## config.mk

```make
export PLATFORM = sky130hd
export DESIGN_NAME = asg_sweep_ctrl
export DESIGN_NICKNAME = d
export VERILOG_FILES = /design/src/rtl/asg_sweep_ctrl.sv
export SDC_FILE = /design/constraint.sdc
export NUM_CORES = 1
export LEC_CHECK = 0
export CORE_MARGIN = 2
export CORE_UTILIZATION = 65
export CTS_BUF_LIST = sky130_fd_sc_hd__clkbuf_8
export CTS_CLUSTER_DIAMETER = 120
export DETAILED_ROUTE_END_ITERATION = 8
export DONT_BUFFER_PORTS = 1
export MAX_ROUTING_LAYER = met4
export PLACE_DENSITY = 0.85
export SYNTH_ARGS = -nofsm -noshare
export SYNTH_HDL_FRONTEND = slang
export SYNTH_SLANG_ARGS = --single-unit
```

## constraint.sdc

```tcl
create_clock -name dac_clk_i -period 6.6 [get_ports dac_clk_i]
set_input_delay 1.98 -clock dac_clk_i [delete_from_list [all_inputs] [get_ports dac_clk_i]]
set_output_delay 1.98 -clock dac_clk_i [all_outputs]
set_load 0.02 [all_outputs]
```

## src/rtl/asg_sweep_ctrl.sv

```systemverilog
// Frequency-sweep sequencer for one ASG channel.
// Drives the channel step input with a timed linear ramp in one-shot, sawtooth or triangle mode.
module asg_sweep_ctrl #(
  parameter int unsigned RSZ      = 14,
  parameter int unsigned TICK_DIV = 125
) (
  input  logic            dac_clk_i,
  input  logic            dac_rst_i,
  input  logic            start_i,
  input  logic            stop_i,
  input  logic [RSZ+15:0] cfg_start_i,
  input  logic [RSZ+15:0] cfg_stop_i,
  input  logic [RSZ+15:0] cfg_inc_i,
  input  logic [31:0]     cfg_period_i,
  input  logic [1:0]      cfg_mode_i,
  input  logic [15:0]     cfg_loops_i,
  output logic [RSZ+15:0] step_o,
  output logic            step_vld_o,
  output logic            busy_o,
  output logic            done_o,
  output logic            err_o,
  output logic            dir_o,
  output logic [15:0]     loop_cnt_o
);

  localparam int unsigned SW = RSZ + 16;
  localparam int unsigned EW = SW + 1;
  localparam int unsigned PW = (TICK_DIV > 1) ? $clog2(TICK_DIV) : 1;

  typedef enum logic {IDLE, RUN} state_e;

  state_e          state_q, state_d;
  logic [SW-1:0]   step_q, step_d;
  logic            vld_q, vld_d;
  logic            busy_q, busy_d;
  logic            done_q, done_d;
  logic            err_q, err_d;
  logic            dir_q, dir_d;
  logic            wrap_q, wrap_d;
  logic [15:0]     loop_q, loop_d;
  logic [PW-1:0]   presc_q, presc_d;
  logic [31:0]     pcnt_q, pcnt_d;
  logic [SW-1:0]   sh_start_q, sh_start_d;
  logic [SW-1:0]   sh_stop_q, sh_stop_d;
  logic [SW-1:0]   sh_inc_q, sh_inc_d;
  logic [31:0]     sh_period_q, sh_period_d;
  logic [1:0]      sh_mode_q, sh_mode_d;
  logic [15:0]     sh_loops_q, sh_loops_d;

  logic [EW-1:0]   nxt_up_c, nxt_dn_c;
  logic            top_c, bot_c, tick_c, upd_c, last_c;
  logic [15:0]     loop_inc_c;

  // Ramp arithmetic carried one bit wider so neither direction can wrap.
  always_comb begin
    nxt_up_c   = {1'b0, step_q} + {1'b0, sh_inc_q};
    nxt_dn_c   = {1'b0, step_q} - {1'b0, sh_inc_q};
    top_c      = nxt_up_c >= {1'b0, sh_stop_q};
    bot_c      = nxt_dn_c[SW] || (nxt_dn_c <= {1'b0, sh_start_q});
    loop_inc_c = (loop_q == 16'hFFFF) ? loop_q : loop_q + 16'd1;
    last_c     = (sh_loops_q != 16'd0) && (loop_inc_c == sh_loops_q);
    tick_c     = presc_q == PW'(TICK_DIV - 1);
    upd_c      = tick_c && (pcnt_q == sh_period_q - 32'd1);
  end

  always_comb begin
    state_d     = state_q;
    step_d      = step_q;
    vld_d       = 1'b0;
    busy_d      = busy_q;
    done_d      = 1'b0;
    err_d       = 1'b0;
    dir_d       = dir_q;
    wrap_d      = wrap_q;
    loop_d      = loop_q;
    presc_d     = presc_q;
    pcnt_d      = pcnt_q;
    sh_start_d  = sh_start_q;
    sh_stop_d   = sh_stop_q;
    sh_inc_d    = sh_inc_q;
    sh_period_d = sh_period_q;
    sh_mode_d   = sh_mode_q;
    sh_loops_d  = sh_loops_q;

    unique case (state_q)
      IDLE: begin
        if (start_i && !stop_i) begin
          if ((cfg_inc_i == '0) || (cfg_start_i > cfg_stop_i)) begin
            err_d = 1'b1;
          end else begin
            sh_start_d  = cfg_start_i;
            sh_stop_d   = cfg_stop_i;
            sh_inc_d    = cfg_inc_i;
            sh_period_d = (cfg_period_i == 32'd0) ? 32'd1 : cfg_period_i;
            sh_mode_d   = (cfg_mode_i == 2'd3) ? 2'd0 : cfg_mode_i;
            sh_loops_d  = cfg_loops_i;
            step_d      = cfg_start_i;
            vld_d       = 1'b1;
            busy_d      = 1'b1;
            dir_d       = 1'b1;
            wrap_d      = 1'b0;
            loop_d      = 16'd0;
            presc_d     = '0;
            pcnt_d      = 32'd0;
            state_d     = RUN;
          end
        end
      end
      RUN: begin
        presc_d = tick_c ? '0 : presc_q + PW'(1);
        if (tick_c) pcnt_d = upd_c ? 32'd0 : pcnt_q + 32'd1;
        if (stop_i) begin
          busy_d  = 1'b0;
          state_d = IDLE;
        end else if (upd_c) begin
          vld_d = 1'b1;
          if (wrap_q) begin
            step_d = sh_start_q;
            wrap_d = 1'b0;
          end else if (dir_q) begin
            if (top_c) begin
              step_d = sh_stop_q;
              unique case (sh_mode_q)
                2'd1: begin
                  loop_d = loop_inc_c;
                  if (last_c) begin
                    done_d  = 1'b1;
                    busy_d  = 1'b0;
                    state_d = IDLE;
                  end else begin
                    wrap_d = 1'b1;
                  end
                end
                2'd2:    dir_d = 1'b0;
                default: begin
                  done_d  = 1'b1;
                  busy_d  = 1'b0;
                  state_d = IDLE;
                end
              endcase
            end else begin
              step_d = nxt_up_c[SW-1:0];
            end
          end else begin
            if (bot_c) begin
              step_d = sh_start_q;
              loop_d = loop_inc_c;
              if (last_c) begin
                done_d  = 1'b1;
                busy_d  = 1'b0;
                state_d = IDLE;
              end else begin
                dir_d = 1'b1;
              end
            end else begin
              step_d = nxt_dn_c[SW-1:0];
            end
          end
        end
      end
      default: state_d = IDLE;
    endcase
  end

  always_ff @(posedge dac_clk_i) begin
    if (dac_rst_i) begin
      state_q     <= IDLE;
      step_q      <= '0;
      vld_q       <= 1'b0;
      busy_q      <= 1'b0;
      done_q      <= 1'b0;
      err_q       <= 1'b0;
      dir_q       <= 1'b1;
      wrap_q      <= 1'b0;
      loop_q      <= 16'd0;
      presc_q     <= '0;
      pcnt_q      <= 32'd0;
      sh_start_q  <= '0;
      sh_stop_q   <= '0;
      sh_inc_q    <= '0;
      sh_period_q <= 32'd1;
      sh_mode_q   <= 2'd0;
      sh_loops_q  <= 16'd0;
    end else begin
      state_q     <= state_d;
      step_q      <= step_d;
      vld_q       <= vld_d;
      busy_q      <= busy_d;
      done_q      <= done_d;
      err_q       <= err_d;
      dir_q       <= dir_d;
      wrap_q      <= wrap_d;
      loop_q      <= loop_d;
      presc_q     <= presc_d;
      pcnt_q      <= pcnt_d;
      sh_start_q  <= sh_start_d;
      sh_stop_q   <= sh_stop_d;
      sh_inc_q    <= sh_inc_d;
      sh_period_q <= sh_period_d;
      sh_mode_q   <= sh_mode_d;
      sh_loops_q  <= sh_loops_d;
    end
  end

  assign step_o     = step_q;
  assign step_vld_o = vld_q;
  assign busy_o     = busy_q;
  assign done_o     = done_q;
  assign err_o      = err_q;
  assign dir_o      = dir_q;
  assign loop_cnt_o = loop_q;

endmodule

```

==> impl_metrics.env <==
export IMPL_fin_crit_sh=0.967
export IMPL_ys_ff_latch=232
export IMPL_die_x_um=171
export IMPL_antenna_found_initial=3
export IMPL_hold_viol_final=0
export IMPL_fillerInstances=2329
export IMPL_cp_num_buf_inv=2
export IMPL_coreArea_um2=27600
export IMPL_start_kind="flip-flop"
export IMPL_netlist_area_um2=18200
export IMPL_firstDrtPassIters=6
export IMPL_irDropWorstVdd_uv=208
export IMPL_leakagePower_nw=7.58
export IMPL_final_core_util=0.703
export IMPL_cts_path_max_buffers=3
export IMPL_max_cap_viol_count=0
export IMPL_die_h_um=171
export IMPL_critical_path_class="reg -> reg"
export IMPL_final_setup_viol_count=0
export IMPL_fmax_mhz=157
export IMPL_numPlacedInstances=2641
export IMPL_cellPowerDensity_nw_per_um2=260
export IMPL_cts_tree="done"
export IMPL_end_kind="flip-flop"
export IMPL_ys_flop_type="dfxtp_1"
export IMPL_cpPeakStageDelay_ns=0.49
export IMPL_drc_errors=0
export IMPL_grt_ovfl_total=0
export IMPL_layout_commonest_cell="nor2_1"
export IMPL_status="complete, no violations"
export IMPL_numCtsBuffers=42
export IMPL_netlist_instances=2340
export IMPL_via_per_inst=6.70
export IMPL_relSlewSlack=0.166
export IMPL_drive_gt1_frac=0.0697
export IMPL_final_cell_mix="nor2_1 (327), dfxtp_1 (231), inv_1 (193)"
export IMPL_path_clk_slew_ns=0.06
export IMPL_crit_fanout=10
export IMPL_rows=61
export IMPL_postRouteAntennaNets=0
export IMPL_ys_warn_count=0
export IMPL_numClockSinks=232
export IMPL_power_mw=5.05
export IMPL_path_cells="ha_1 -> fa_1 -> nor2b_1 -> o211ai_1 -> a211oi_1 -> a2111oi_2 -> o21a_1 -> o211ai_1 -> a311oi_1 -> xnor2_1 -> ha_1 -> a21o_1 -> a211oi_1 -> o221ai_1 -> a211o_1 -> a311o_1 -> nor2_2 -> buf_4 -> buf_4 -> nor2_1 -> o311ai_0 -> o21ai_0 -> a31oi_1"
export IMPL_grt_pass1_wl_um=94500
export IMPL_dp_hpwl_um=46300
export IMPL_crit_required_ns=7.10
export IMPL_track_usage=0.424
export IMPL_hold_class="reg -> reg"
export IMPL_io_pins=195
export IMPL_grt_pass1_vias=17600
export IMPL_syn_avg_cell_area_um2=7.76
export IMPL_maxSlewViolCount=0
export IMPL_dieArea_um2=29300
export IMPL_grt_max_degree=183
export IMPL_synth_cell_types=90
export IMPL_htreeDepth=2
export IMPL_fin_cells=2719
export IMPL_critical_path_top_delay_family="compound AO/OA/AOI/OAI gates"
export IMPL_place_gp_congestion=1.04
export IMPL_async_flop_share=0
export IMPL_drt_iter0_markers=2043
export IMPL_wl_um=61900
export IMPL_insertion_delay_ns=0.59
export IMPL_worstMarginPinSlew_ns=1.25
export IMPL_start_util=0.657
export IMPL_root_buffer="clkbuf_8"
export IMPL_hold_ws_ns=0.478
export IMPL_setup_tns_ns=0
export IMPL_port_buffers=0
export IMPL_fin_nets=2610
export IMPL_fin_worst_skew_ns=0.0236
export IMPL_synth_edf_count=0
export IMPL_worstPathArrival_ns=6.88
export IMPL_ys_seq_area_frac=0.256
export IMPL_hold_buffers=0
export IMPL_syn_nets=2643
export IMPL_vias=18200
export IMPL_cp_slowest_cell="a2111oi_2"
export IMPL_finalCriticalPeriod_ns=6.38
export IMPL_synthToLayoutAreaGrowth_pct=6.95
export IMPL_rsz0062_at_grt="no"
export IMPL_wire_per_inst_um=22.8
## cells in the mapped netlist (7+ instances only)
master	number	area share
nor2_1	329	0.068
dfxtp_1	232	0.26
inv_1	184	0.038
ha_1	157	0.11
mux2i_1	151	0.083
nand2_1	134	0.028
a21oi_1	119	0.033
xnor2_1	105	0.051
o21ai_0	103	0.028
clkbuf_1	99	0.020
nor3_1	57	0.016
nor4_1	57	0.020
nand3_1	53	0.015
nand4_1	41	0.014
a21o_1	33	0.014
o211ai_1	31	0.013
a31oi_1	29	0.010
xor2_1	29	0.014
a211oi_1	24	0.0099
nand2b_1	24	0.0083
and3_1	23	0.0079
buf_2	16	0.0044
o221ai_1	16	0.0077
o31ai_1	14	0.0058
a311oi_1	13	0.0063
o311ai_0	13	0.0063
and4_1	11	0.0053
buf_1	11	0.0023
nor2b_1	11	0.0038
o21a_1	11	0.0045
or3_1	11	0.0038
o21bai_1	10	0.0041
a221oi_1	9	0.0043
a2111oi_0	8	0.0039
or2_2	8	0.0028
or4_1	8	0.0033
a21boi_0	7	0.0029
nor3b_1	7	0.0029
nor4b_1	7	0.0034
## flip-flops by register name (all words and copies together) (netlist names), 2 cells and up
name / flops
sh_inc_q: 30
loop_cnt_o: 16
sh_loops_q: 16
sh_start_q: 30
sh_period_q: 32
sh_stop_q: 30
step_o: 30
presc_q: 7
sh_mode_q: 2
pcnt_q: 32
## kinds of logic (layout without fill, tap and decap cells)
family	Yosys count	count (layout)	share of synthesized area
AND/OR/NAND/NOR	816	816	0.219
other	0	4	0
buffers and inverters	321	318	0.0696
XOR/XNOR	134	134	0.0646
AO/OA/AOI/OAI	525	525	0.197
adder cells (fa/ha/maj)	159	159	0.110
flip-flops	232	232	0.256
multiplexers	153	153	0.0845
## path summary, 6_finish.rpt
path	from	endpoint	slack [ns]	cells after the start
worst min-delay path	sh_mode_q[0]	sh_mode_q[0]	0.48	2
worst min register to register	sh_mode_q[0]	sh_mode_q[0]	0.48	2
worst max-delay path	step_o[0]	step_o[9]	0.22	23
worst max register to register	step_o[0]	step_o[9]	0.22	23
## metal layers
metal  up-vias  wire, um  GRT usage
li1       8339         -          -
met4         0      3440      0.227
met3       248      5740     0.0830
met1      8556     24100      0.499
met5         -         0          -
met2      1068     28700      0.685
## metrics by stage
| stage | setup slack [ns] | area (um2) |
|---|---|---|
| floorplan | 1.09 | 18200 |
| global placement | 0.588 | 18500 |
| detailed placement | 0.407 | 18500 |
| CTS | 0.350 | 19400 |
| global route | 0.0154 | 19400 |
| finish | 0.216 | 19400 |
## timing repair
item / 4_1_cts / 5_1_grt
setup buffers: 0 / 0
setup endpoints to repair: 0 / 1
gates resized for setup: 0 / 1
## where the power goes
group	switching (mW)	internal (mW)
clock network	0.671	0.784
registers	0.104	1.47
logic	1.27	0.756
total	2.05	3.01
## worst min-delay path, stage by stage, from the launching register on
cell and delay (ns):
dfxtp_1 0.33, nand2_1 0.06, a21oi_1 0.05
## area by class of cell
type	count	area, um2	share of cell area
inverters	188	706	0.0363
diodes	4	10.0	0.000515
clock buffers	54	743	0.0383
multi-input cells	1787	12300	0.632
well taps	378	473	0.0243
flip-flops and latches	232	4650	0.239
clock inverters	20	145	0.00747
repair buffers	56	433	0.0223
Power figures use the tool's default switching activity.
